### config.mk
export PLATFORM = sky130hd
export DESIGN_NAME = decode_control_pipe_flat
export DESIGN_NICKNAME = d
export VERILOG_FILES = /design/src/rtl/decode_control_pipe_if.sv /design/src/rtl/decode_control_pipe.sv /design/src/flat_wrapper.sv
export SDC_FILE = /design/constraint.sdc
export NUM_CORES = 1
export LEC_CHECK = 0
export ABC_CLOCK_PERIOD_IN_PS = 2900
export BUFFER_PORTS_ARGS = -buffer_cell sky130_fd_sc_hd__buf_2
export CORE_MARGIN = 8
export CORE_UTILIZATION = 30
export DETAILED_ROUTE_END_ITERATION = 7
export PLACE_DENSITY_LB_ADDON = 0.05
export SETUP_SLACK_MARGIN = 0.5
export SLEW_MARGIN = 10
export SYNTH_ARGS = -nofsm -noshare
export SYNTH_HDL_FRONTEND = slang
export SYNTH_SLANG_ARGS = --single-unit
### constraint.sdc
create_clock -name clk -period 2.9 [get_ports clk]
set_input_delay 0.29 -clock clk [delete_from_list [all_inputs] [get_ports clk]]
set_output_delay 0.29 -clock clk [all_outputs]
set_load 0.02 [all_outputs]
### src/rtl/decode_control_pipe_if.sv
// rtl/decode_control_pipe_if.sv - ID-side and EX-side signal bundle for the decode control pipe
interface decode_control_pipe_if;
  // ID side
  logic       id_valid;
  logic       id_ready;
  logic [6:0] opcode;
  logic [6:0] fun7_5_id;
  logic [4:0] rd;
  logic [4:0] rs1;
  logic [4:0] rs2;
  logic [4:0] rs3;
  logic       flush;
  // EX side
  logic       ex_valid;
  logic       ex_ready;
  logic       ex_ctrl_reg_write;
  logic       ex_ctrl_fp_reg_write;
  logic       ex_ctrl_mem_write;
  logic       ex_ctrl_mem_to_reg;
  logic       ex_ctrl_branch;
  logic       ex_ctrl_jump;
  logic       ex_ctrl_jal;
  logic       ex_ctrl_lui;
  logic       ex_ctrl_auipc;
  logic       ex_ctrl_alu_src;
  logic       ex_ctrl_r_type;
  logic       ex_ctrl_rdata1_fp;
  logic       ex_ctrl_rdata2_fp;
  logic       ex_ctrl_illegal;
  logic       ex_ctrl_fp_long;
  logic [2:0] ex_alu_op;
  // scoreboard status
  logic       fp_busy;
  logic [4:0] fp_busy_rd;

  // driver of instructions and EX acceptance
  modport master (
    output id_valid, opcode, fun7_5_id, rd, rs1, rs2, rs3, flush, ex_ready,
    input  id_ready, ex_valid,
    input  ex_ctrl_reg_write, ex_ctrl_fp_reg_write, ex_ctrl_mem_write, ex_ctrl_mem_to_reg,
    input  ex_ctrl_branch, ex_ctrl_jump, ex_ctrl_jal, ex_ctrl_lui, ex_ctrl_auipc,
    input  ex_ctrl_alu_src, ex_ctrl_r_type, ex_ctrl_rdata1_fp, ex_ctrl_rdata2_fp,
    input  ex_ctrl_illegal, ex_ctrl_fp_long, ex_alu_op, fp_busy, fp_busy_rd
  );

  // the decode control pipe itself
  modport slave (
    input  id_valid, opcode, fun7_5_id, rd, rs1, rs2, rs3, flush, ex_ready,
    output id_ready, ex_valid,
    output ex_ctrl_reg_write, ex_ctrl_fp_reg_write, ex_ctrl_mem_write, ex_ctrl_mem_to_reg,
    output ex_ctrl_branch, ex_ctrl_jump, ex_ctrl_jal, ex_ctrl_lui, ex_ctrl_auipc,
    output ex_ctrl_alu_src, ex_ctrl_r_type, ex_ctrl_rdata1_fp, ex_ctrl_rdata2_fp,
    output ex_ctrl_illegal, ex_ctrl_fp_long, ex_alu_op, fp_busy, fp_busy_rd
  );
endinterface

### src/rtl/decode_control_pipe.sv
// rtl/decode_control_pipe.sv - RV32IMF decode control, ID/EX register and long-FP-op scoreboard
module decode_control_pipe #(
  parameter int FDIV_LAT  = 10,
  parameter int FSQRT_LAT = 12,
  parameter int CNT_W     = 5
) (
  input logic                  clk,
  input logic                  reset,
  decode_control_pipe_if.slave bus
);

  localparam logic [6:0] OP_LOAD    = 7'b0000011;
  localparam logic [6:0] OP_FLW     = 7'b0000111;
  localparam logic [6:0] OP_I       = 7'b0010011;
  localparam logic [6:0] OP_AUIPC   = 7'b0010111;
  localparam logic [6:0] OP_S       = 7'b0100011;
  localparam logic [6:0] OP_FSW     = 7'b0100111;
  localparam logic [6:0] OP_R       = 7'b0110011;
  localparam logic [6:0] OP_LUI     = 7'b0110111;
  localparam logic [6:0] OP_FMADD   = 7'b1000011;
  localparam logic [6:0] OP_FMSUB   = 7'b1000111;
  localparam logic [6:0] OP_FNMSUB  = 7'b1001011;
  localparam logic [6:0] OP_FNMADD  = 7'b1001111;
  localparam logic [6:0] OP_RFLOAT  = 7'b1010011;
  localparam logic [6:0] OP_B       = 7'b1100011;
  localparam logic [6:0] OP_JALR    = 7'b1100111;
  localparam logic [6:0] OP_JAL     = 7'b1101111;

  localparam logic [6:0] F7_FDIV    = 7'b0001100;
  localparam logic [6:0] F7_FSQRT   = 7'b0101100;

  typedef struct packed {
    logic       reg_write;
    logic       fp_reg_write;
    logic       mem_write;
    logic       mem_to_reg;
    logic       branch;
    logic       jump;
    logic       jal;
    logic       lui;
    logic       auipc;
    logic       alu_src;
    logic       r_type;
    logic       rdata1_fp;
    logic       rdata2_fp;
    logic       illegal;
    logic       fp_long;
    logic [2:0] alu_op;
  } ctrl_t;

  ctrl_t            dec;
  ctrl_t            ex_q;
  logic             ex_valid_q;
  logic             is_r4;
  logic             fp_to_int;
  logic             int_src;
  logic             hazard;
  logic             transfer;
  logic [CNT_W-1:0] cnt_q;
  logic [4:0]       busy_rd_q;
  logic             fp_busy;

  // FP ops whose result goes to the integer file (compare/class/move-to-int/convert-to-int)
  assign fp_to_int = (bus.fun7_5_id == 7'b1100000) || (bus.fun7_5_id == 7'b1110000) ||
                     (bus.fun7_5_id == 7'b1010000);
  // FP ops whose rs1 comes from the integer file (convert-from-int/move-from-int)
  assign int_src   = (bus.fun7_5_id == 7'b1101000) || (bus.fun7_5_id == 7'b1111000);

  // opcode/funct7 to control bundle; unknown opcodes leave everything clear except illegal
  always_comb begin
    dec   = '0;
    is_r4 = 1'b0;
    if (bus.opcode[1:0] != 2'b11) begin
      dec.illegal = 1'b1;
    end else begin
      unique case (bus.opcode)
        OP_LOAD: begin
          dec.reg_write  = 1'b1;
          dec.mem_to_reg = 1'b1;
          dec.alu_src    = 1'b1;
        end
        OP_FLW: begin
          dec.fp_reg_write = 1'b1;
          dec.mem_to_reg   = 1'b1;
          dec.alu_src      = 1'b1;
          dec.alu_op       = 3'b110;
        end
        OP_I: begin
          dec.reg_write = 1'b1;
          dec.alu_src   = 1'b1;
          dec.alu_op    = 3'b001;
        end
        OP_AUIPC: begin
          dec.reg_write = 1'b1;
          dec.alu_src   = 1'b1;
          dec.auipc     = 1'b1;
        end
        OP_S: begin
          dec.mem_write = 1'b1;
          dec.alu_src   = 1'b1;
        end
        OP_FSW: begin
          dec.mem_write = 1'b1;
          dec.alu_src   = 1'b1;
          dec.rdata2_fp = 1'b1;
          dec.alu_op    = 3'b111;
        end
        OP_R: begin
          dec.reg_write = 1'b1;
          dec.r_type    = 1'b1;
          dec.alu_op    = 3'b011;
        end
        OP_LUI: begin
          dec.reg_write = 1'b1;
          dec.alu_src   = 1'b1;
          dec.lui       = 1'b1;
        end
        OP_FMADD, OP_FMSUB, OP_FNMSUB, OP_FNMADD: begin
          is_r4            = 1'b1;
          dec.fp_reg_write = 1'b1;
          dec.r_type       = 1'b1;
          dec.rdata1_fp    = 1'b1;
          dec.rdata2_fp    = 1'b1;
          dec.alu_op       = 3'b101;
        end
        OP_RFLOAT: begin
          dec.reg_write    = fp_to_int;
          dec.fp_reg_write = ~fp_to_int;
          dec.r_type       = 1'b1;
          dec.rdata1_fp    = ~int_src;
          dec.rdata2_fp    = 1'b1;
          dec.fp_long      = (bus.fun7_5_id == F7_FDIV) || (bus.fun7_5_id == F7_FSQRT);
          dec.alu_op       = 3'b100;
        end
        OP_B: begin
          dec.branch = 1'b1;
          dec.alu_op = 3'b010;
        end
        OP_JALR: begin
          dec.reg_write = 1'b1;
          dec.jump      = 1'b1;
          dec.alu_src   = 1'b1;
        end
        OP_JAL: begin
          dec.reg_write = 1'b1;
          dec.jump      = 1'b1;
          dec.jal       = 1'b1;
          dec.alu_src   = 1'b1;
        end
        default: dec.illegal = 1'b1;
      endcase
    end
  end

  assign fp_busy = (cnt_q != '0);

  // stall when the FPU is busy and ID would reuse it, read its result, or overwrite its target
  always_comb begin
    hazard = 1'b0;
    if (fp_busy) begin
      hazard = dec.fp_long ||
               (dec.rdata1_fp    && (bus.rs1 == busy_rd_q)) ||
               (dec.rdata2_fp    && (bus.rs2 == busy_rd_q)) ||
               (is_r4            && (bus.rs3 == busy_rd_q)) ||
               (dec.fp_reg_write && (bus.rd  == busy_rd_q));
    end
  end

  assign bus.id_ready = (~ex_valid_q | bus.ex_ready) & ~hazard;
  // a redirect kills the instruction in ID as well, so nothing is handed over under flush
  assign transfer     = bus.id_valid & bus.id_ready & ~bus.flush;

  // ID/EX control register: load on transfer, drain on EX acceptance, otherwise hold
  always_ff @(posedge clk) begin
    if (reset) begin
      ex_valid_q <= 1'b0;
      ex_q       <= '0;
    end else if (bus.flush) begin
      ex_valid_q <= 1'b0;
    end else if (transfer) begin
      ex_valid_q <= 1'b1;
      ex_q       <= dec;
    end else if (bus.ex_ready) begin
      ex_valid_q <= 1'b0;
    end
  end

  // scoreboard for the one outstanding long FP op; flush leaves it alone since the FPU already has it
  always_ff @(posedge clk) begin
    if (reset) begin
      cnt_q     <= '0;
      busy_rd_q <= '0;
    end else if (transfer && dec.fp_long) begin
      cnt_q     <= (bus.fun7_5_id == F7_FDIV) ? CNT_W'(FDIV_LAT) : CNT_W'(FSQRT_LAT);
      busy_rd_q <= bus.rd;
    end else if (cnt_q != '0) begin
      cnt_q <= cnt_q - 1'b1;
    end
  end

  assign bus.ex_valid             = ex_valid_q;
  assign bus.ex_ctrl_reg_write    = ex_q.reg_write;
  assign bus.ex_ctrl_fp_reg_write = ex_q.fp_reg_write;
  assign bus.ex_ctrl_mem_write    = ex_q.mem_write;
  assign bus.ex_ctrl_mem_to_reg   = ex_q.mem_to_reg;
  assign bus.ex_ctrl_branch       = ex_q.branch;
  assign bus.ex_ctrl_jump         = ex_q.jump;
  assign bus.ex_ctrl_jal          = ex_q.jal;
  assign bus.ex_ctrl_lui          = ex_q.lui;
  assign bus.ex_ctrl_auipc        = ex_q.auipc;
  assign bus.ex_ctrl_alu_src      = ex_q.alu_src;
  assign bus.ex_ctrl_r_type       = ex_q.r_type;
  assign bus.ex_ctrl_rdata1_fp    = ex_q.rdata1_fp;
  assign bus.ex_ctrl_rdata2_fp    = ex_q.rdata2_fp;
  assign bus.ex_ctrl_illegal      = ex_q.illegal;
  assign bus.ex_ctrl_fp_long      = ex_q.fp_long;
  assign bus.ex_alu_op            = ex_q.alu_op;
  assign bus.fp_busy              = fp_busy;
  assign bus.fp_busy_rd           = busy_rd_q;

endmodule
### src/flat_wrapper.sv
// flat-port wrapper written by rule: the top's interface ports become plain ports
module decode_control_pipe_flat 
#(
  parameter int FDIV_LAT  = 10,
  parameter int FSQRT_LAT = 12,
  parameter int CNT_W     = 5
)
  (clk, reset, bus_id_valid, bus_opcode, bus_fun7_5_id, bus_rd, bus_rs1, bus_rs2, bus_rs3, bus_flush, bus_ex_ready, bus_id_ready, bus_ex_valid, bus_ex_ctrl_reg_write, bus_ex_ctrl_fp_reg_write, bus_ex_ctrl_mem_write, bus_ex_ctrl_mem_to_reg, bus_ex_ctrl_branch, bus_ex_ctrl_jump, bus_ex_ctrl_jal, bus_ex_ctrl_lui, bus_ex_ctrl_auipc, bus_ex_ctrl_alu_src, bus_ex_ctrl_r_type, bus_ex_ctrl_rdata1_fp, bus_ex_ctrl_rdata2_fp, bus_ex_ctrl_illegal, bus_ex_ctrl_fp_long, bus_ex_alu_op, bus_fp_busy, bus_fp_busy_rd);
  decode_control_pipe_if bus_i ();
  input logic clk;
  input logic reset;
  input wire logic [$bits(bus_i.id_valid)-1:0] bus_id_valid;
  input wire logic [$bits(bus_i.opcode)-1:0] bus_opcode;
  input wire logic [$bits(bus_i.fun7_5_id)-1:0] bus_fun7_5_id;
  input wire logic [$bits(bus_i.rd)-1:0] bus_rd;
  input wire logic [$bits(bus_i.rs1)-1:0] bus_rs1;
  input wire logic [$bits(bus_i.rs2)-1:0] bus_rs2;
  input wire logic [$bits(bus_i.rs3)-1:0] bus_rs3;
  input wire logic [$bits(bus_i.flush)-1:0] bus_flush;
  input wire logic [$bits(bus_i.ex_ready)-1:0] bus_ex_ready;
  output wire logic [$bits(bus_i.id_ready)-1:0] bus_id_ready;
  output wire logic [$bits(bus_i.ex_valid)-1:0] bus_ex_valid;
  output wire logic [$bits(bus_i.ex_ctrl_reg_write)-1:0] bus_ex_ctrl_reg_write;
  output wire logic [$bits(bus_i.ex_ctrl_fp_reg_write)-1:0] bus_ex_ctrl_fp_reg_write;
  output wire logic [$bits(bus_i.ex_ctrl_mem_write)-1:0] bus_ex_ctrl_mem_write;
  output wire logic [$bits(bus_i.ex_ctrl_mem_to_reg)-1:0] bus_ex_ctrl_mem_to_reg;
  output wire logic [$bits(bus_i.ex_ctrl_branch)-1:0] bus_ex_ctrl_branch;
  output wire logic [$bits(bus_i.ex_ctrl_jump)-1:0] bus_ex_ctrl_jump;
  output wire logic [$bits(bus_i.ex_ctrl_jal)-1:0] bus_ex_ctrl_jal;
  output wire logic [$bits(bus_i.ex_ctrl_lui)-1:0] bus_ex_ctrl_lui;
  output wire logic [$bits(bus_i.ex_ctrl_auipc)-1:0] bus_ex_ctrl_auipc;
  output wire logic [$bits(bus_i.ex_ctrl_alu_src)-1:0] bus_ex_ctrl_alu_src;
  output wire logic [$bits(bus_i.ex_ctrl_r_type)-1:0] bus_ex_ctrl_r_type;
  output wire logic [$bits(bus_i.ex_ctrl_rdata1_fp)-1:0] bus_ex_ctrl_rdata1_fp;
  output wire logic [$bits(bus_i.ex_ctrl_rdata2_fp)-1:0] bus_ex_ctrl_rdata2_fp;
  output wire logic [$bits(bus_i.ex_ctrl_illegal)-1:0] bus_ex_ctrl_illegal;
  output wire logic [$bits(bus_i.ex_ctrl_fp_long)-1:0] bus_ex_ctrl_fp_long;
  output wire logic [$bits(bus_i.ex_alu_op)-1:0] bus_ex_alu_op;
  output wire logic [$bits(bus_i.fp_busy)-1:0] bus_fp_busy;
  output wire logic [$bits(bus_i.fp_busy_rd)-1:0] bus_fp_busy_rd;
  assign bus_i.id_valid = bus_id_valid;
  assign bus_i.opcode = bus_opcode;
  assign bus_i.fun7_5_id = bus_fun7_5_id;
  assign bus_i.rd = bus_rd;
  assign bus_i.rs1 = bus_rs1;
  assign bus_i.rs2 = bus_rs2;
  assign bus_i.rs3 = bus_rs3;
  assign bus_i.flush = bus_flush;
  assign bus_i.ex_ready = bus_ex_ready;
  assign bus_id_ready = bus_i.id_ready;
  assign bus_ex_valid = bus_i.ex_valid;
  assign bus_ex_ctrl_reg_write = bus_i.ex_ctrl_reg_write;
  assign bus_ex_ctrl_fp_reg_write = bus_i.ex_ctrl_fp_reg_write;
  assign bus_ex_ctrl_mem_write = bus_i.ex_ctrl_mem_write;
  assign bus_ex_ctrl_mem_to_reg = bus_i.ex_ctrl_mem_to_reg;
  assign bus_ex_ctrl_branch = bus_i.ex_ctrl_branch;
  assign bus_ex_ctrl_jump = bus_i.ex_ctrl_jump;
  assign bus_ex_ctrl_jal = bus_i.ex_ctrl_jal;
  assign bus_ex_ctrl_lui = bus_i.ex_ctrl_lui;
  assign bus_ex_ctrl_auipc = bus_i.ex_ctrl_auipc;
  assign bus_ex_ctrl_alu_src = bus_i.ex_ctrl_alu_src;
  assign bus_ex_ctrl_r_type = bus_i.ex_ctrl_r_type;
  assign bus_ex_ctrl_rdata1_fp = bus_i.ex_ctrl_rdata1_fp;
  assign bus_ex_ctrl_rdata2_fp = bus_i.ex_ctrl_rdata2_fp;
  assign bus_ex_ctrl_illegal = bus_i.ex_ctrl_illegal;
  assign bus_ex_ctrl_fp_long = bus_i.ex_ctrl_fp_long;
  assign bus_ex_alu_op = bus_i.ex_alu_op;
  assign bus_fp_busy = bus_i.fp_busy;
  assign bus_fp_busy_rd = bus_i.fp_busy_rd;
  decode_control_pipe #(.FDIV_LAT(FDIV_LAT), .FSQRT_LAT(FSQRT_LAT), .CNT_W(CNT_W)) u_core (.clk(clk), .reset(reset), .bus(bus_i));
endmodule
==> results of run 1 <==
final cells by class:
cell class              instances  area (um2)  area share [%]
multi-input cells             171        1190            50.8
repair buffers                 69         362            15.5
flip-flops and latches         29         581            24.8
clock buffers                   8        80.1            3.43
well taps                      75        93.8            4.01
inverters                       9        33.8            1.45
what timing repair did:
item                                    in CTS  in global routing
resized for setup                            1                  1
pin swaps                                    2                  2
buffers inserted                             1                  0
endpoints found under the setup margin       1                 14
placed cells by master (no fill, tap or decap), types with 2 or more instances in the layout:
cell type	synthesis	routed
sky130_fd_sc_hd__a211oi_1	3	3
sky130_fd_sc_hd__a21oi_1	10	10
sky130_fd_sc_hd__and3_1	2	2
sky130_fd_sc_hd__buf_2	0	64
sky130_fd_sc_hd__buf_4	0	4
sky130_fd_sc_hd__clkbuf_1	13	3
sky130_fd_sc_hd__clkbuf_8	0	5
sky130_fd_sc_hd__dfxtp_1	29	29
sky130_fd_sc_hd__inv_1	6	6
sky130_fd_sc_hd__inv_2	2	2
sky130_fd_sc_hd__mux2_1	4	4
sky130_fd_sc_hd__mux2i_1	18	18
sky130_fd_sc_hd__nand2_1	22	22
sky130_fd_sc_hd__nand2b_1	5	5
sky130_fd_sc_hd__nand3_1	8	8
sky130_fd_sc_hd__nand3b_1	2	2
sky130_fd_sc_hd__nand4_1	2	2
sky130_fd_sc_hd__nand4b_1	2	2
sky130_fd_sc_hd__nor2_1	22	22
sky130_fd_sc_hd__nor2b_1	6	6
sky130_fd_sc_hd__nor3_1	6	6
sky130_fd_sc_hd__nor4_1	5	4
sky130_fd_sc_hd__o21ai_0	9	9
sky130_fd_sc_hd__or3b_1	2	2
sky130_fd_sc_hd__or4_1	2	2
sky130_fd_sc_hd__xnor2_1	10	10
sky130_fd_sc_hd__xor2_1	11	11
worst paths after layout:
kind | start | endpoint | slack (ns) | depth (start not counted)
max reg2reg | u_core.bus.fp_busy_rd[4]$_SDFFE_PP0P_ | u_core.bus.ex_alu_op[0]$_SDFFE_PP0P_ | 0.71 | 8
min | bus_flush | u_core.bus.ex_valid$_SDFFE_PP0P_ | 0.19 | 2
min reg2reg | u_core.bus.ex_ctrl_lui$_SDFFE_PP0P_ | u_core.bus.ex_ctrl_lui$_SDFFE_PP0P_ | 0.45 | 2
max | bus_fun7_5_id[1] | bus_id_ready | 0.54 | 8
cell usage after synthesis (4+ instances only):
master,instances,area (um2)
sky130_fd_sc_hd__inv_1,6,22.5
sky130_fd_sc_hd__a21oi_1,10,50.1
sky130_fd_sc_hd__mux2i_1,18,180
sky130_fd_sc_hd__xnor2_1,10,87.6
sky130_fd_sc_hd__nor3_1,6,30.0
sky130_fd_sc_hd__nand2b_1,5,31.3
sky130_fd_sc_hd__nand3_1,8,40.0
sky130_fd_sc_hd__nand2_1,22,82.6
sky130_fd_sc_hd__nor2b_1,6,37.5
sky130_fd_sc_hd__nor4_1,5,31.3
sky130_fd_sc_hd__dfxtp_1,29,581
sky130_fd_sc_hd__o21ai_0,9,45.0
sky130_fd_sc_hd__mux2_1,4,45.0
sky130_fd_sc_hd__clkbuf_1,13,48.8
sky130_fd_sc_hd__xor2_1,11,96.3
sky130_fd_sc_hd__nor2_1,22,82.6
routing by layer:
layer / vias up / GRT usage [%] / routed length, um
met5: - / 0 / 0
met4: 0 / 4.68 / 78
met3: 7 / 3.97 / 325
met2: 55 / 21.7 / 2710
met1: 802 / 14.4 / 2250
li1: 904 / - / -
worst max-delay path, stage by stage:
cell and delay (ns):
sky130_fd_sc_hd__buf_2 0.10, sky130_fd_sc_hd__or4b_4 0.56, sky130_fd_sc_hd__o311ai_4 0.33, sky130_fd_sc_hd__a2111oi_2 0.14, sky130_fd_sc_hd__nor4b_4 0.33, sky130_fd_sc_hd__nor2_1 0.07
sky130_fd_sc_hd__nor2_1 0.08, sky130_fd_sc_hd__buf_2 0.16
logic make-up after synthesis:
family / count (synthesis) / synth area share (%)
xor+xnor: 21 / 9.89
compound gates: 35 / 13.9
fa+ha+maj: 1 / 0.673
mux: 22 / 12.1
flops: 29 / 31.2
buf+inv: 24 / 5.25
simple gates: 92 / 27.0
metrics by stage:
step           total power [uW]  hold WS [ns]
2_1_floorplan               650         0.368
3_3_place_gp                754         0.443
3_5_place_dp                752         0.449
4_1_cts                    1080         0.186
5_1_grt                    1130         0.200
6_report                   1060         0.192
power by group through the flow:
stage | sequential [uW] | combinational [uW] | clock, uW
after floorplan | 450 | 199 | 0
after global placement | 451 | 303 | 0
after detailed placement | 450 | 302 | 0
after CTS | 442 | 304 | 334
after global routing | 445 | 335 | 352
final | 441 | 301 | 319
==> implementation parameters, run 1 <==
Parameter                              Value

Placement
  Inst Count DP ... approximately 350
  Setup WS pre-CTS ... about 0.26 ns
  Area after detailed placement ... 2240 um2
  Number of buffers inserted by port buffering ... 64
  Sum of net half-perimeters after detailed placement ... between 4 and 5 mm
  Final RePlAce weighted congestion ... 0.713

Final layout
  Final Core Density ... a little under 40%
  Fill cell instance count of the final layout ... roughly 650
  Final non-filler cell area ... about 2300 um2
  Antenna Diode Count ... 0
  # nets final ... 325
  Number of standard cells in the layout, taps in and fillers out ... ~360
  Area growth syn-to-layout ... 25.7%
  Share of cells above drive strength 1 ... 29.4%

Routing
  Iteration-0 DRC Markers ... 54
  Number of vias per cell after detailed routing ... 4.90
  Total via count after detailed routing ... around 1800
  TritonRoute pass-1 iters ... 4
  DR WL/cell ... 14.9 um
  DRC violation count after routing ... 0
  Total wire length after detailed routing ... approximately 5.4 mm
  Count of antenna-violating nets left after detailed routing ... 0

Pwr
  Sw Ratio ... 32.4%
  Part of the total power dissipated in sequential elements ... 41.6%
  Clock group share of total power ... about 30%
  Cell Int Power ... roughly 700 uW
  Part of the power in combinational logic ... between 20% and 30%
  Power density over the cells ... around 450 nW/um2
  Maximum ir drop on the vdd rail ... around 0.00028 V
  Switching component of the power ... between 300 and 400 uW
  Pleak ... 0.00108 uW

Clock network
  TritonCTS clock tree ... built
  Clock-pin slew on the worst setup and hold paths ... 0.06 ns
  Number of sinks handled by clock tree synthesis ... 29
  Number of hold buffers added after cts ... 0
  CTS buffer count ... 5
  Clock latency on the worst-skew pair ... roughly 0.28 ns
  Cell at the root of the clock tree ... sky130_fd_sc_hd__clkbuf_8
  CTS H-tree depth ... 2
  Clock Tree Buf Depth ... 2

Synthesis
  Net count after synthesis ... 264
  Count of synthesis-stage warnings from yosys ... 0
  Number of cells produced by synthesis ... about 220
  Number of register bits inferred by synthesis ... 29
  Main synth FF type ... sky130_fd_sc_hd__dfxtp_1
  Syn Area/Cell ... between 8 and 9 um2
  Async SR Flop Fraction ... 0%
  Post-synthesis instance area ... roughly 1900 um2
  Count of flip-flops with a built-in enable after synthesis ... 0
  Number of distinct library cells after synthesis ... 47
  Sequential fraction of the synthesis area ... about 31%

STA
  Summed negative setup slack over all endpoints ... 0 ns
  F_max ... between 0.4 and 0.5 GHz
  Worst relative slew slack ... between 60% and 70%
  RSZ-0062 raised after global routing ... yes
  Least-Margin Pin Slew ... around 0.54 ns
  Final slew viol count ... 0
  Number of hold violations in the final report ... 0
  Setup violations, final ... 0
  Final period utilization ... roughly 81%
  Clock skew after layout ... 0.00464 ns
  Fin crit period ... 2.36 ns
  Final worst setup slack ... around 0.54 ns

Flow run
  Max-capacitance violation count ... 0

Floorplanning
  Overall die width ... between 90 and 100 um
  Core area ... ~6000 um2
  Floorplan row count ... 28
  Chip Height ... about 95 um
  Initial Util ... 31.2%
  Die area ... 8970 um2
  IO Pins ... 65

Critical path
  Largest driver fanout on the critical path ... 3
  Signal arrival time at the worst endpoint ... just over 2 ns
  WP data required ... between 2 and 3 ns
  Worst Setup End Kind ... output pin
  WS Path Type ... in -> out
  Critical path startpoint category ... input pin

GRT
  Wire length of the first global-routing pass ... slightly below 9 mm
  Antenna violations before repair ... 0
  Total congestion overflow ... 0
  Maximum number of pins on one net before global-route repair ... 25
  Global routing usage summed across all routing layers ... between 10 and 15%
  Number of global-route vias before repair ... 1839

Run status
  Outcome ... finished, final reports clean

Min path
  Class of the tightest hold or removal check ... in -> reg
(Power assumes the default switching activity.)
==> run 2, diff against run 1 <==
Settings changed: ABC_CLOCK_PERIOD_IN_PS 2900 to 2000.
Clock period 2.9 ns to 2 ns, I/O delays scaled along.
==> implementation parameters, run 2 (synthesized netlist as in run 1, its figures left out) <==
Parameter                              Value

Run status
  Outcome ... finished, violations left
  Violations in the final reports ... setup timing

Floorplanning
  Die area ... 8970 um2 (unchanged)
  Overall die width ... 94.7 um (unchanged)
  Core area ... 5960 um2 (unchanged)
  IO Pins ... 65 (unchanged)
  Initial Util ... 31.2% (unchanged)
  Floorplan row count ... 28 (unchanged)
  Chip Height ... 94.7 um (unchanged)

STA
  Fin crit period ... roughly 2.1 ns
  Final worst setup slack ... -0.0872 ns (-0.629 ns)
  Least-Margin Pin Slew ... 0.518 ns (-0.0239 ns)
  RSZ-0062 raised after global routing ... yes
  Final slew viol count ... 0 (unchanged)
  Final period utilization ... 104%
  Worst relative slew slack ... 65.5% (+1.8 points)
  Clock skew after layout ... 0.00725 ns (+0.00261 ns)
  F_max ... ~0.48 GHz
  Number of hold violations in the final report ... 0 (unchanged)
  Setup violations, final ... 18 (+18)

Critical path
  Critical path startpoint category ... input pin
  WP data required ... 2.16 ns (-0.45 ns)
  Largest incremental delay on the critical path ... 0.56 ns (about the same)
  WS Path Type ... in -> reg
  Register-to-Register Setup Slack ... -0.05 ns (-0.76 ns)
  Largest driver fanout on the critical path ... 8 (+5)
  Logic depth of the worst register-to-register path ... 9 (+1)
  Worst Setup End Kind ... register
  Terminus of the critical flop-to-flop path ... u_core.bus.ex_ctrl_reg_write$_SDFFE_PP0P_
  Crit path from ... bus_fun7_5_id[2]
  Top delay family on crit path ... simple AND/OR/NAND/NOR gates
  Signal arrival time at the worst endpoint ... 2.25 ns (+0.18 ns)
  Origin of the critical flop-to-flop path ... u_core.bus.fp_busy_rd[4]$_SDFFE_PP0P_
  Crit-path cells ... buf_6 > or4b_4 > o311ai_4 > a2111oi_4 > nor4b_4 > buf_4 > o21ai_4 > buf_12 > mux2_4
  Buffers & Inverters on Critical Path ... 3 (+1)
  Slowest cell on the critical path ... sky130_fd_sc_hd__or4b_4

Routing
  Routed length on met3 ... 339 um (+4.3%)
  DRC violation count after routing ... 0 (unchanged)
  Highest layer used for signal routing ... met4
  DR WL/cell ... 14.5 um (-2.2%)
  Iteration-0 DRC Markers ... 86 (+59%)
  Wire length on met2 ... 2.76 mm (+1.5%)
  Count of antenna-violating nets left after detailed routing ... 0 (unchanged)
  TritonRoute pass-1 iters ... 4 (unchanged)
  Wire length on met1 ... 2.70 mm (+20%)
  Number of vias per cell after detailed routing ... 4.79 (-2.2%)
  Total wire length after detailed routing ... 5.82 mm (+8.3%)
  Total via count after detailed routing ... 1915 (+8.3%)

Clock network
  Clock-pin slew on the worst setup and hold paths ... 0.06 ns (about the same)
  Cell at the root of the clock tree ... sky130_fd_sc_hd__clkbuf_8
  TritonCTS clock tree ... built
  Number of sinks handled by clock tree synthesis ... 29 (unchanged)
  Clock Tree Buf Depth ... 2 (unchanged)
  CTS buffer count ... 5 (unchanged)
  Clock latency on the worst-skew pair ... 0.28 ns (about the same)
  CTS H-tree depth ... 2 (unchanged)

Placement
  Final RePlAce weighted congestion ... 0.800 (+12%)
  Setup WS pre-CTS ... -0.323 ns (-0.582 ns)
  Number of buffers inserted by port buffering ... 64 (unchanged)
  Sum of net half-perimeters after detailed placement ... 4.48 mm (+7.8%)

GRT
  Antenna violations before repair ... 0 (unchanged)
  Total congestion overflow ... 0 (unchanged)
  Global routing usage summed across all routing layers ... 13.3% (+0.64 points)
  Number of global-route vias before repair ... 2010 (+9.3%)
  Maximum number of pins on one net before global-route repair ... 25 (unchanged)
  Wire length of the first global-routing pass ... 9.60 mm (+7.7%)

Final layout
  Fill cell instance count of the final layout ... 608 (-7.0%)
  Commonest non-fill, non-tap cells in the layout ... sky130_fd_sc_hd__buf_2, sky130_fd_sc_hd__buf_4, sky130_fd_sc_hd__dfxtp_1
  Share of cells above drive strength 1 ... 46.2% (+17 points)
  Area growth syn-to-layout ... 54.5%
  Leading cell type in the layout, fill and taps excluded ... sky130_fd_sc_hd__buf_2
  Antenna Diode Count ... 0 (unchanged)
  # nets final ... 364 (+12%)

Pwr
  Power density over the cells ... 635 nW/um2 (+40%)
  Total power ... 1820 uW (+72%)
  Maximum ir drop on the vdd rail ... 0.000458 V (+62%)
  Pleak ... 0.00135 uW (+25%)

Min path
  WHS Endpoint ... u_core.bus.ex_valid$_SDFFE_PP0P_
  Class of the tightest hold or removal check ... in -> reg
  Instance count along the most critical hold path ... 2 (unchanged)
  Worst min-delay path startpoint ... bus_flush

Flow run
  Max-capacitance violation count ... 0 (unchanged)
run 2: cell count changes in the layout (fill, tap and decap cells not counted), moves of 4 or more:
cell | previous run | this run
sky130_fd_sc_hd__buf_4 | 4 | 38
sky130_fd_sc_hd__buf_6 | 1 | 6
sky130_fd_sc_hd__buf_2 | 64 | 60
sky130_fd_sc_hd__dfxtp_1 | 29 | 25
sky130_fd_sc_hd__mux2_1 | 4 | 0
sky130_fd_sc_hd__mux2_4 | 0 | 4
run 2: report_power, final:
group	total (uW)	internal, uW	switching, uW
clock network	539	311	229
registers	643	613	30.9
logic	642	307	334
total	1820	1230	594
run 2: final cells by class:
cell class / instances / area [um2] / share of cell area (%)
clock buffer: 7 / 96.3 / 3.35
clock inverter: 1 / 5.00 / 0.174
inverter: 9 / 33.8 / 1.18
multi-input combinational: 171 / 1320 / 45.9
sequential: 29 / 588 / 20.5
tap: 75 / 93.8 / 3.27
timing repair buffer: 108 / 738 / 25.7
run 2: worst register-to-register path, cell delays in order, from the launching register on:
cell	delay [ns]
sky130_fd_sc_hd__dfxtp_4	0.36
sky130_fd_sc_hd__buf_4	0.15
sky130_fd_sc_hd__xnor2_2	0.15
sky130_fd_sc_hd__nand3_2	0.11
sky130_fd_sc_hd__nor4_4	0.33
sky130_fd_sc_hd__nor4b_4	0.09
sky130_fd_sc_hd__buf_4	0.16
sky130_fd_sc_hd__o21ai_4	0.14
sky130_fd_sc_hd__buf_12	0.16
sky130_fd_sc_hd__mux2_4	0.30
run 2: per-layer routing:
metal  vias up  track usage, %
met3         2            4.21
met1       869            17.3
li1        986               -
met5         -               0
met4         0            3.12
met2        58            20.9
run 2: how the worst max path moves through the flow:
stage,end,cells after the start
6_report,u_core.bus.ex_ctrl_reg_write$_SDFFE_PP0P_,9
5_1_grt,bus_id_ready,8
4_1_cts,bus_id_ready,8
3_5_place_dp,u_core.bus.ex_ctrl_reg_write$_SDFFE_PP0P_,7
3_3_place_gp,u_core.bus.ex_ctrl_reg_write$_SDFFE_PP0P_,7
2_1_floorplan,u_core.bus.ex_ctrl_fp_reg_write$_SDFFE_PP0P_,6
run 2: stage by stage:
stage / hold slack [ns] / cells / TNS [ns] / utilization [%] / cell area [um2]
floorplan: 0.278 / 224 / -0.944 / - / 1940
CTS: 0.105 / 394 / -1.44 / 45.9 / 2740
global route: 0.110 / 400 / -2.13 / 48.2 / 2870
global placement: 0.403 / 381 / -6.01 / 42.6 / 2540
finish: 0.113 / 400 / -0.918 / 48.2 / 2870
detailed placement: 0.400 / 381 / -5.79 / 42.6 / 2540
run 2: what timing repair did:
| item | 4_1_cts | 5_1_grt |
|---|---|---|
| pin swaps | 18 | 11 |
| resized for setup | 17 | 13 |
| endpoints found under the setup margin | 30 | 30 |
| hold buffers | 0 | 0 |
| setup buffers | 5 | 5 |
| gates cloned | 0 | 1 |
==> run 3, diff against run 2 <==
Settings changed: CORE_UTILIZATION 30 to 45.
==> implementation parameters, run 3 (synthesized netlist as in run 1, its figures left out) <==
Parameter                              Value

Run status
  Outcome ... finished, violations left
  Violations in the final reports ... setup timing

Routing
  DRC violation count after routing ... 0 (unchanged)
  Total via count after detailed routing ... 1985 (+3.7%)
  Number of vias per cell after detailed routing ... 5.22 (+9.1%)
  Wire length on met1 ... 2.44 mm (-9.8%)
  TritonRoute pass-1 iters ... 4 (unchanged)
  Count of antenna-violating nets left after detailed routing ... 0 (unchanged)
  Total wire length after detailed routing ... 5.69 mm (-2.3%)
  Wire length on met2 ... 2.85 mm (+3.4%)
  DR WL/cell ... 15.0 um (+2.9%)
  Routed length on met3 ... 313 um (-7.7%)
  Highest layer used for signal routing ... met4
  Iteration-0 DRC Markers ... 150 (+74%)

Pwr
  Power density over the cells ... 677 nW/um2 (+6.7%)
  Pleak ... 0.00138 uW (+2.4%)
  Maximum ir drop on the vdd rail ... 0.000888 V (+94%)

Final layout
  Leading cell type in the layout, fill and taps excluded ... sky130_fd_sc_hd__buf_2
  Commonest non-fill, non-tap cells in the layout ... sky130_fd_sc_hd__buf_2, sky130_fd_sc_hd__buf_4, sky130_fd_sc_hd__dfxtp_1
  # nets final ... 370 (+1.6%)
  Antenna Diode Count ... 0 (unchanged)
  Area growth syn-to-layout ... 57.1%
  Number of standard cells in the layout, taps in and fillers out ... 380 (-5.0%)
  Share of cells above drive strength 1 ... 48.8% (+2.6 points)

STA
  Final period utilization ... 104% (-0.27 points)
  Least-Margin Pin Slew ... 0.487 ns (-0.0310 ns)
  Final worst setup slack ... -0.0818 ns (+0.00536 ns)
  RSZ-0062 raised after global routing ... yes
  F_max ... 0.480 GHz (+0.26%)
  Worst Hold Slack ... 0.102 ns (-0.0108 ns)
  Setup violations, final ... 18 (unchanged)
  Worst relative slew slack ... 67.5% (+2.1 points)
  Clock skew after layout ... 0.00366 ns (-0.00359 ns)
  Fin crit period ... 2.08 ns (-0.00536 ns)
  Number of hold violations in the final report ... 0 (unchanged)
  Final slew viol count ... 0 (unchanged)

Clock network
  Number of sinks handled by clock tree synthesis ... 29 (unchanged)
  Clock latency on the worst-skew pair ... 0.28 ns (about the same)
  Number of hold buffers added after cts ... 0 (unchanged)
  CTS H-tree depth ... 2 (unchanged)
  TritonCTS clock tree ... built
  Clock-pin slew on the worst setup and hold paths ... 0.06 ns (about the same)
  Clock Tree Buf Depth ... 2 (unchanged)
  CTS buffer count ... 5 (unchanged)
  Cell at the root of the clock tree ... sky130_fd_sc_hd__clkbuf_8

Min path
  Class of the tightest hold or removal check ... in -> reg

Critical path
  WP data required ... 2.17 ns (about the same)
  Largest driver fanout on the critical path ... 7 (-1)
  Buffers & Inverters on Critical Path ... 3 (unchanged)
  Crit-path cells ... buf_6 > or4b_4 > o311ai_4 > a2111oi_4 > nor4b_4 > buf_4 > o21ai_4 > buf_12 > mux2_4
  Worst Setup End Kind ... register
  Slowest cell on the critical path ... sky130_fd_sc_hd__or4b_4
  WS Path Type ... in -> reg
  Signal arrival time at the worst endpoint ... 2.25 ns (about the same)
  Critical path startpoint category ... input pin
  Largest incremental delay on the critical path ... 0.56 ns (about the same)
  Top delay family on crit path ... simple AND/OR/NAND/NOR gates

GRT
  Maximum number of pins on one net before global-route repair ... 25 (unchanged)
  Global routing usage summed across all routing layers ... 17.6% (+4.3 points)
  Total congestion overflow ... 0 (unchanged)
  Number of global-route vias before repair ... 2069 (+2.9%)
  Wire length of the first global-routing pass ... 9.05 mm (-5.7%)
  Antenna violations before repair ... 0 (unchanged)

Floorplanning
  Die area ... 6440 um2 (-28%)
  Core area ... 4000 um2 (-33%)
  Overall die width ... 80.3 um (-15%)
  Floorplan row count ... 23 (-18%)
  Initial Util ... 46.5% (+15 points)
  IO Pins ... 65 (unchanged)
  Chip Height ... 80.3 um (-15%)

Placement
  Final RePlAce weighted congestion ... 0.918 (+15%)
  Inst Count DP ... 353 (-7.3%)
  Sum of net half-perimeters after detailed placement ... 4.11 mm (-8.2%)
  Number of buffers inserted by port buffering ... 64 (unchanged)

Flow run
  Max-capacitance violation count ... 0 (unchanged)
run 3: cell types whose count changed in the layout (fill, tap and decap cells not counted), sizes merged:
| cell | before | now |
|---|---|---|
| buf | 107 | 113 |
| clkinv | 2 | 1 |
run 3: repair_timing:
item                                    4_1_cts  5_1_grt
setup buffers                                11        8
endpoints found under the hold margin         0        0
gates resized for setup                      37        9
endpoints found under the setup margin       28       30
gates cloned                                  0        1
pin swaps                                    20       10
run 3: cell type report:
| type | count | area [um2] |
|---|---|---|
| Clock buffer | 7 | 86.3 |
| Fill cell | 305 | 1080 |
| Inverter | 9 | 36.3 |
| Multi-Input combinational cell | 171 | 1350 |
| Sequential cell | 29 | 592 |
| Tap cell | 50 | 62.6 |
| Timing Repair Buffer | 114 | 791 |
run 3: per-layer routing:
metal	track usage, %	vias to the layer above
met4	6.91	0
met3	5.02	7
met2	31.0	58
met5	0	-
li1	-	998
met1	19.4	922
run 3: per-stage QoR:
step	util [%]	worst slack (ns)	total power, uW	setup TNS [ns]	cell area (um2)
floorplan	-	-0.0915	959	-0.944	1940
global placement	61.8	-0.253	1140	-4.42	2470
detailed placement	61.8	-0.271	1140	-4.63	2470
CTS	69.6	-0.117	1880	-0.508	2790
global route	73.0	-0.154	2080	-1.91	2920
finish	73.0	-0.0818	1980	-1.00	2920
run 3: power by group:
group / internal [uW] / switching, uW
Sequential: 615 / 29.4
Combinational: 440 / 401
Clock: 272 / 220
Total: 1330 / 651
run 3: path summary, 6_finish.rpt:
| check | startpoint | endpoint | slack, ns | cells past startpoint |
|---|---|---|---|---|
| setup / recovery | bus_fun7_5_id[2] | u_core.bus.ex_ctrl_reg_write$_SDFFE_PP0P_ | -0.08 | 9 |
| hold / removal | bus_flush | u_core.bus.ex_valid$_SDFFE_PP0P_ | 0.10 | 2 |
| setup reg to reg | u_core.bus.fp_busy_rd[1]$_SDFFE_PP0P_ | u_core.bus.ex_ctrl_reg_write$_SDFFE_PP0P_ | 0.03 | 8 |
| hold reg to reg | u_core.bus.ex_alu_op[0]$_SDFFE_PP0P_ | u_core.bus.ex_alu_op[0]$_SDFFE_PP0P_ | 0.45 | 2 |
